--- config.mk ---
export PLATFORM = sky130hd
export DESIGN_NAME = cdb_arbiter
export DESIGN_NICKNAME = d
export VERILOG_FILES = /design/src/rtl/cdb_arbiter.sv
export SDC_FILE = /design/constraint.sdc
export NUM_CORES = 1
export LEC_CHECK = 0
export CORE_ASPECT_RATIO = 0.8
export CORE_MARGIN = 3
export CORE_UTILIZATION = 55
export CTS_BUF_LIST = sky130_fd_sc_hd__clkbuf_2 sky130_fd_sc_hd__clkbuf_4 sky130_fd_sc_hd__clkbuf_8
export DETAILED_ROUTE_END_ITERATION = 12
export PLACE_DENSITY = 0.87
export SYNTH_ARGS = -nofsm -noshare
export SYNTH_HDL_FRONTEND = slang
export SYNTH_SLANG_ARGS = --single-unit
export TNS_END_PERCENT = 20
--- constraint.sdc ---
create_clock -name clk -period 4.3 [get_ports clk]
set_input_delay 0.86 -clock clk [delete_from_list [all_inputs] [get_ports clk]]
set_output_delay 0.86 -clock clk [all_outputs]
set_load 0.01 [all_outputs]
--- src/rtl/cdb_arbiter.sv ---
// Common data bus arbiter: one holding buffer per functional unit, round-robin
// grant among full buffers, registered single-cycle broadcast onto the CDB.
module cdb_arbiter #(
  parameter int DATA_WIDTH = 32,
  parameter int TAG_WIDTH  = 5
) (
  input  logic                  clk,
  input  logic                  reset,
  input  logic                  flush,
  input  logic                  int_valid,
  input  logic                  mult_valid,
  input  logic                  div_valid,
  input  logic                  ld_valid,
  input  logic [TAG_WIDTH-1:0]  int_tag,
  input  logic [TAG_WIDTH-1:0]  mult_tag,
  input  logic [TAG_WIDTH-1:0]  div_tag,
  input  logic [TAG_WIDTH-1:0]  ld_tag,
  input  logic [DATA_WIDTH-1:0] int_data,
  input  logic [DATA_WIDTH-1:0] mult_data,
  input  logic [DATA_WIDTH-1:0] div_data,
  input  logic [DATA_WIDTH-1:0] ld_data,
  output logic                  int_ready,
  output logic                  mult_ready,
  output logic                  div_ready,
  output logic                  ld_ready,
  output logic                  cdb_valid,
  output logic [TAG_WIDTH-1:0]  cdb_tag,
  output logic [DATA_WIDTH-1:0] cdb_data,
  output logic [1:0]            cdb_src,
  output logic [2:0]            pending
);

  logic [3:0]            w_valid;
  logic [TAG_WIDTH-1:0]  w_inTag  [4];
  logic [DATA_WIDTH-1:0] w_inData [4];
  logic [3:0]            w_ready;
  logic [3:0]            w_grant;
  logic [1:0]            w_win;
  logic [1:0]            w_idx;
  logic                  w_any;
  logic [2:0]            w_pending;

  logic [3:0]            r_full;
  logic [TAG_WIDTH-1:0]  r_tag  [4];
  logic [DATA_WIDTH-1:0] r_data [4];
  logic [1:0]            r_rrPtr;

  assign w_valid     = {ld_valid, div_valid, mult_valid, int_valid};
  assign w_inTag[0]  = int_tag;
  assign w_inTag[1]  = mult_tag;
  assign w_inTag[2]  = div_tag;
  assign w_inTag[3]  = ld_tag;
  assign w_inData[0] = int_data;
  assign w_inData[1] = mult_data;
  assign w_inData[2] = div_data;
  assign w_inData[3] = ld_data;

  // Round-robin search over full flags only, starting at the pointer.
  always_comb begin
    w_grant = '0;
    w_win   = '0;
    w_any   = 1'b0;
    w_idx   = '0;
    for (int k = 0; k < 4; k++) begin
      w_idx = r_rrPtr + 2'(k);
      if (!w_any && r_full[w_idx]) begin
        w_any = 1'b1;
        w_win = w_idx;
      end
    end
    if (w_any) begin
      w_grant[w_win] = 1'b1;
    end
  end

  // Ready comes from state and grant alone, so a granted buffer refills at once.
  assign w_ready    = ~r_full | w_grant;
  assign int_ready  = w_ready[0];
  assign mult_ready = w_ready[1];
  assign div_ready  = w_ready[2];
  assign ld_ready   = w_ready[3];

  always_ff @(posedge clk or negedge reset) begin
    if (!reset) begin
      r_full <= '0;
      for (int i = 0; i < 4; i++) begin
        r_tag[i]  <= '0;
        r_data[i] <= '0;
      end
    end else if (flush) begin
      r_full <= '0;
    end else begin
      for (int i = 0; i < 4; i++) begin
        if (w_valid[i] && w_ready[i]) begin
          r_full[i] <= 1'b1;
          r_tag[i]  <= w_inTag[i];
          r_data[i] <= w_inData[i];
        end else if (w_grant[i]) begin
          r_full[i] <= 1'b0;
        end
      end
    end
  end

  always_ff @(posedge clk or negedge reset) begin
    if (!reset) begin
      cdb_valid <= 1'b0;
      cdb_tag   <= '0;
      cdb_data  <= '0;
      cdb_src   <= '0;
      r_rrPtr   <= '0;
    end else if (flush) begin
      cdb_valid <= 1'b0;
    end else begin
      cdb_valid <= w_any;
      if (w_any) begin
        cdb_tag  <= r_tag[w_win];
        cdb_data <= r_data[w_win];
        cdb_src  <= w_win;
        r_rrPtr  <= w_win + 2'd1;
      end
    end
  end

  always_comb begin
    w_pending = {2'b00, r_full[0]} + {2'b00, r_full[1]}
              + {2'b00, r_full[2]} + {2'b00, r_full[3]};
  end

  assign pending = w_pending;

endmodule

; Yosys cells after proc, flatten, opt, wreduce, memory -nomap -nowiden
; Index checks and enable logic that the tools add are counted.
[totals]
regBits = 194
inputBits = 155
out_inout_bits = 47
[op_classes]
n_addsub = 7
magnitude_cmp = 7
muxes = 35
bitwise = 4
reduce_logical = 20
[ops]
columns = operator, count
row1 = $bmux W32 S2, 1
row2 = $mux W32, 2
row3 = $mux W1, 18
row4 = $lt A2 B3 Y1 const B, 5
row5 = $reduce_bool A3 Y1, 4
row6 = $bmux W5 S2, 1
row7 = $mux W5, 2
row8 = $reduce_and A2 Y1, 5
row9 = $bmux W1 S2, 4
row10 = $logic_and A1 B1 Y1, 8
row11 = $mux W2, 4
row12 = $mux W4, 2
row13 = $add A2 B1 Y2 const B, 2
row14 = $add A2 B2 Y2 const B, 2
row15 = $not A4 Y4, 1
row16 = $or A4 B4 Y4, 1
row17 = $add A2 B1 Y3, 1
row18 = $add A3 B1 Y3, 1
row19 = $ge A3 B3 Y1 const B, 1
row20 = $logic_not A1 Y1, 3
row21 = $not A2 Y3, 1
row22 = $add A1 B1 Y2, 1
row23 = $demux W1 S2, 1
row24 = $ge A2 B1 Y1 const B, 1
row25 = $not A1 Y1, 1

; Logic depth before layout (Yosys ltp)
[depth]
word_depth = 21
ltp_mapped = 9
ltp_nobuf = 6

; Least setup slack after synthesis
; OpenSTA, ideal clock, no wires.
[synth_timing]
path_kind = register -> output
from = register r_full[0]
to = output port pending[1]
t_arrival_ns = 1.600
required_ns = 3.440
path_slack_ns = 1.840
stages_incl_launch_ff = 7
path_buffers = 1
cell_sequence = dfrtp_1 -> buf_2 -> inv_1 -> fa_1 -> inv_1 -> ha_1 -> ha_1
[synth_via]
elab_chain_len = 3
[synth_rtl]
columns = item, line
row1 = start: declaration, 43  ; logic [3:0] r_full;
row2 = start signal: assignment, 85  ; r_full <= '0;
row3 = start signal: assignment, 91  ; r_full <= '0;
row4 = start signal: indexed assignment, 95  ; r_full[i] <= 1'b1;
row5 = $add A1 B1 Y2, 126  ; w_pending = {2'b00, r_full[0]} + {2'b00, r_full[1]}
row6 = $add A2 B1 Y3, 127  ; + {2'b00, r_full[2]} + {2'b00, r_full[3]};
row7 = $add A3 B1 Y3, 127
row8 = end: declaration, 30  ; output logic [2:0] pending
; Every way passes these cells.

; Worst setup path after layout
[layout_timing]
from = register r_full[3]
to = output port pending[1]
[layout_via]
elab_chain_len = 1
[layout_rtl]
columns = item, line
row1 = $add A3 B1 Y3, 127
; Every way passes these cells.

==> flow_metrics.env <==
export IMPL_crit_path_max_fanout=10
export IMPL_setup_viol=0
export IMPL_seq_power_share_pct=47.9
export IMPL_core_area_um2=15200
export IMPL_cp_slowest_cell="dfrtp_1"
export IMPL_hold_viol=0
export IMPL_p_sw_mw=1.56
export IMPL_drv_cap=0
export IMPL_cp_start_kind="flop"
export IMPL_synth_cell_types=39
export IMPL_cts_buffers=17
export IMPL_yosys_warnings=0
export IMPL_dr_pass1_iters=5
export IMPL_p_leak_nw=4.75
export IMPL_rsz0062_at_grt="false"
export IMPL_cts_max_path_buffers=2
export IMPL_intPower_mw=3.72
export IMPL_seq_area_frac_synth_pct=56.1
export IMPL_synth_top_family_by_area="multiplexers"
export IMPL_final_cell_mix="clkdlybuf4s50_1, dfrtp_1, mux2_2"
export IMPL_final_core_util_pct=73.4
export IMPL_cts_tree="done"
export IMPL_swShare_pct=29.6
export IMPL_num_antenna_cells=0
export IMPL_slew_headroom_pct=11.6
export IMPL_tns_ns=0
export IMPL_ant_nets=0
export IMPL_root_buffer="clkbuf_8"
export IMPL_cp_top_family="adder cells"
export IMPL_grt_pass1_vias=6734
export IMPL_syn_inst=642
export IMPL_synth_compound_area_share_pct=9.66
export IMPL_pin_count=202
export IMPL_hold_path_class="reg2reg"
export IMPL_dp_hpwl_um=15700
export IMPL_period_minus_slack_ns=3.63
export IMPL_htree_levels=4
export IMPL_final_max_slew_violation_count=0
export IMPL_cts_resized_gates=0
export IMPL_reg2reg_slack_ns=1.51
export IMPL_async_flop_share_pct=100
export IMPL_routedWlPerCell_um=22.0
export IMPL_cp_num_buf_inv=3
export IMPL_synth_nets=800
export IMPL_postCtsSetupBuffers=0
export IMPL_grt_max_degree=119
export IMPL_grt_pass1_wl_um=36500
export IMPL_required_ns=3.44
export IMPL_num_fill_cells=1020
export IMPL_netlist_area_um2=8650
export IMPL_antenna_found_initial=2
export IMPL_die_height_um=118
export IMPL_synthAdderAreaFrac_pct=0.520
export IMPL_numPortBuffers=201
export IMPL_skew_ns=0.00979
export IMPL_syn_area_per_cell_um2=13.5
export IMPL_clk_pin_slew_ns=0.09
export IMPL_p_clk_share_pct=23.9
export IMPL_num_vias=6202
export IMPL_grt_overflow_total=0
export IMPL_area_growth_pct=29.1
export IMPL_crit_type="reg2out"
export IMPL_initialDrtViolationCount=471
export IMPL_cp_arrival_ns=2.77
export IMPL_status="completed"
export IMPL_vias_per_cell=5.90
export IMPL_power_frac_comb_pct=28.2
export IMPL_cts_hold_buffers=0
export IMPL_p_per_area_nw_per_um2=473
export IMPL_synthMuxAreaShare_pct=24.8
export IMPL_ys_ff_latch=194
export IMPL_drive_gt1_share_pct=19.4
export IMPL_die_x_um=146
export IMPL_worst_pin_slew_ns=1.33
export IMPL_synth_simple_area_share_pct=4.41
export IMPL_routed_wl_um=23200
export IMPL_power_mw=5.28
export IMPL_rows=40
export IMPL_cts_num_sinks=194
export IMPL_whs_ns=0.494
export IMPL_die_area_um2=17300
export IMPL_clock_latency_ns=0.46
export IMPL_initial_core_util_pct=56.9
export IMPL_ir_worst_vdd_mv=0.381
export IMPL_finalCritPeriodShare_pct=84.4
export IMPL_max_freq_mhz=275
export IMPL_grt_usage_pct=27.1
export IMPL_synthFlopType="dfrtp_1"
export IMPL_synth_xor_area_share_pct=0
export IMPL_synth_edff_count=0
export IMPL_path_cells="inv_1, fa_1, inv_1, ha_1, ha_1, clkdlybuf4s50_1"
export IMPL_drc=0
export IMPL_final_nets=987
export IMPL_place_gp_congestion=0.838
export IMPL_final_common_cell="clkdlybuf4s50_1"
export IMPL_cp_end_kind="output pin"
export IMPL_cp_slowest_stage_delay_ns=0.59
per-stage QoR:
| step | instances | setup WS, ns | instance area [um^2] |
|---|---|---|---|
| global placement | 1020 | 1.26 | 10700 |
| CTS | 1052 | 0.673 | 11200 |
| finish | 1052 | 0.670 | 11200 |
| floorplan | 642 | 1.84 | 8650 |
| detailed placement | 1020 | 1.15 | 10700 |
| global route | 1052 | 0.545 | 11200 |
routing by layer:
metal	vias to the layer above	track usage [%]	routed length (um)
li1	2709	-	-
met2	304	45.2	11400
met1	3147	33.0	8870
met4	4	8.81	359
met5	-	0	23
met3	38	9.81	2490
worst paths after layout:
check | start | endpoint | cells after the start
max | r_full[3] | pending[1] | 6
min | cdb_src[1] | cdb_src[1] | 2
max reg2reg | r_full[2] | r_tag[15] | 6
min reg2reg | cdb_src[1] | cdb_src[1] | 2
max in group asynchronous | reset | r_data[56] | 2
min in group asynchronous | reset | r_tag[0] | 1
flip-flops by register name (all words and copies together) (netlist names):
name,flops
cdb_tag,5
cdb_valid,1
r_full,4
cdb_src,2
r_data,128
r_rrPtr,2
cdb_data,32
r_tag,20
final cells by class:
class	instances	area (um^2)	share of cell area [%]
clock buffers	22	297	2.65
clock inverters	10	130	1.17
inverters	12	45.0	0.403
multi-input cells	388	3440	30.8
flip-flops and latches	194	4850	43.5
well taps	210	263	2.35
repair buffers	216	2140	19.2
logic make-up after synthesis:
kind of cell / count (synthesis)
adder cells (fa/ha/maj): 3
AND/OR/NAND/NOR: 78
AO/OA/AOI/OAI: 122
buffers and inverters: 60
flip-flops: 194
multiplexers: 185
power groups by stage:
stage | clock [mW] | combinational (mW) | sequential [mW]
after floorplan | 0 | 0.806 | 2.51
after global placement | 0 | 1.42 | 2.52
after CTS | 1.28 | 1.50 | 2.52
final | 1.26 | 1.49 | 2.53
after detailed placement | 0 | 1.48 | 2.55
after global routing | 1.35 | 1.60 | 2.58
synth_stat cells (7+ instances only):
library cell	n	area share, %
clkbuf_1	17	0.74
buf_6	10	1.3
mux2_2	75	9.8
nor2_1	46	2.0
mux2_4	30	5.2
a221oi_1	37	3.7
mux2i_1	37	4.3
o21ai_0	29	1.7
dfrtp_1	194	56
inv_1	12	0.52
buf_2	10	0.58
buf_4	7	0.61
o22ai_1	39	2.8
mux2_1	43	5.6
worst reg2reg max path, stage by stage, from the launching register on:
cell and delay [ns]:
dfrtp_1 0.51, nor2b_1 0.36, a2bb2oi_1 0.23, o221ai_2 0.14, nand3b_1 0.65, buf_4 0.39, mux2_1 0.37
Note: power is estimated with default switching activity, not from simulation.
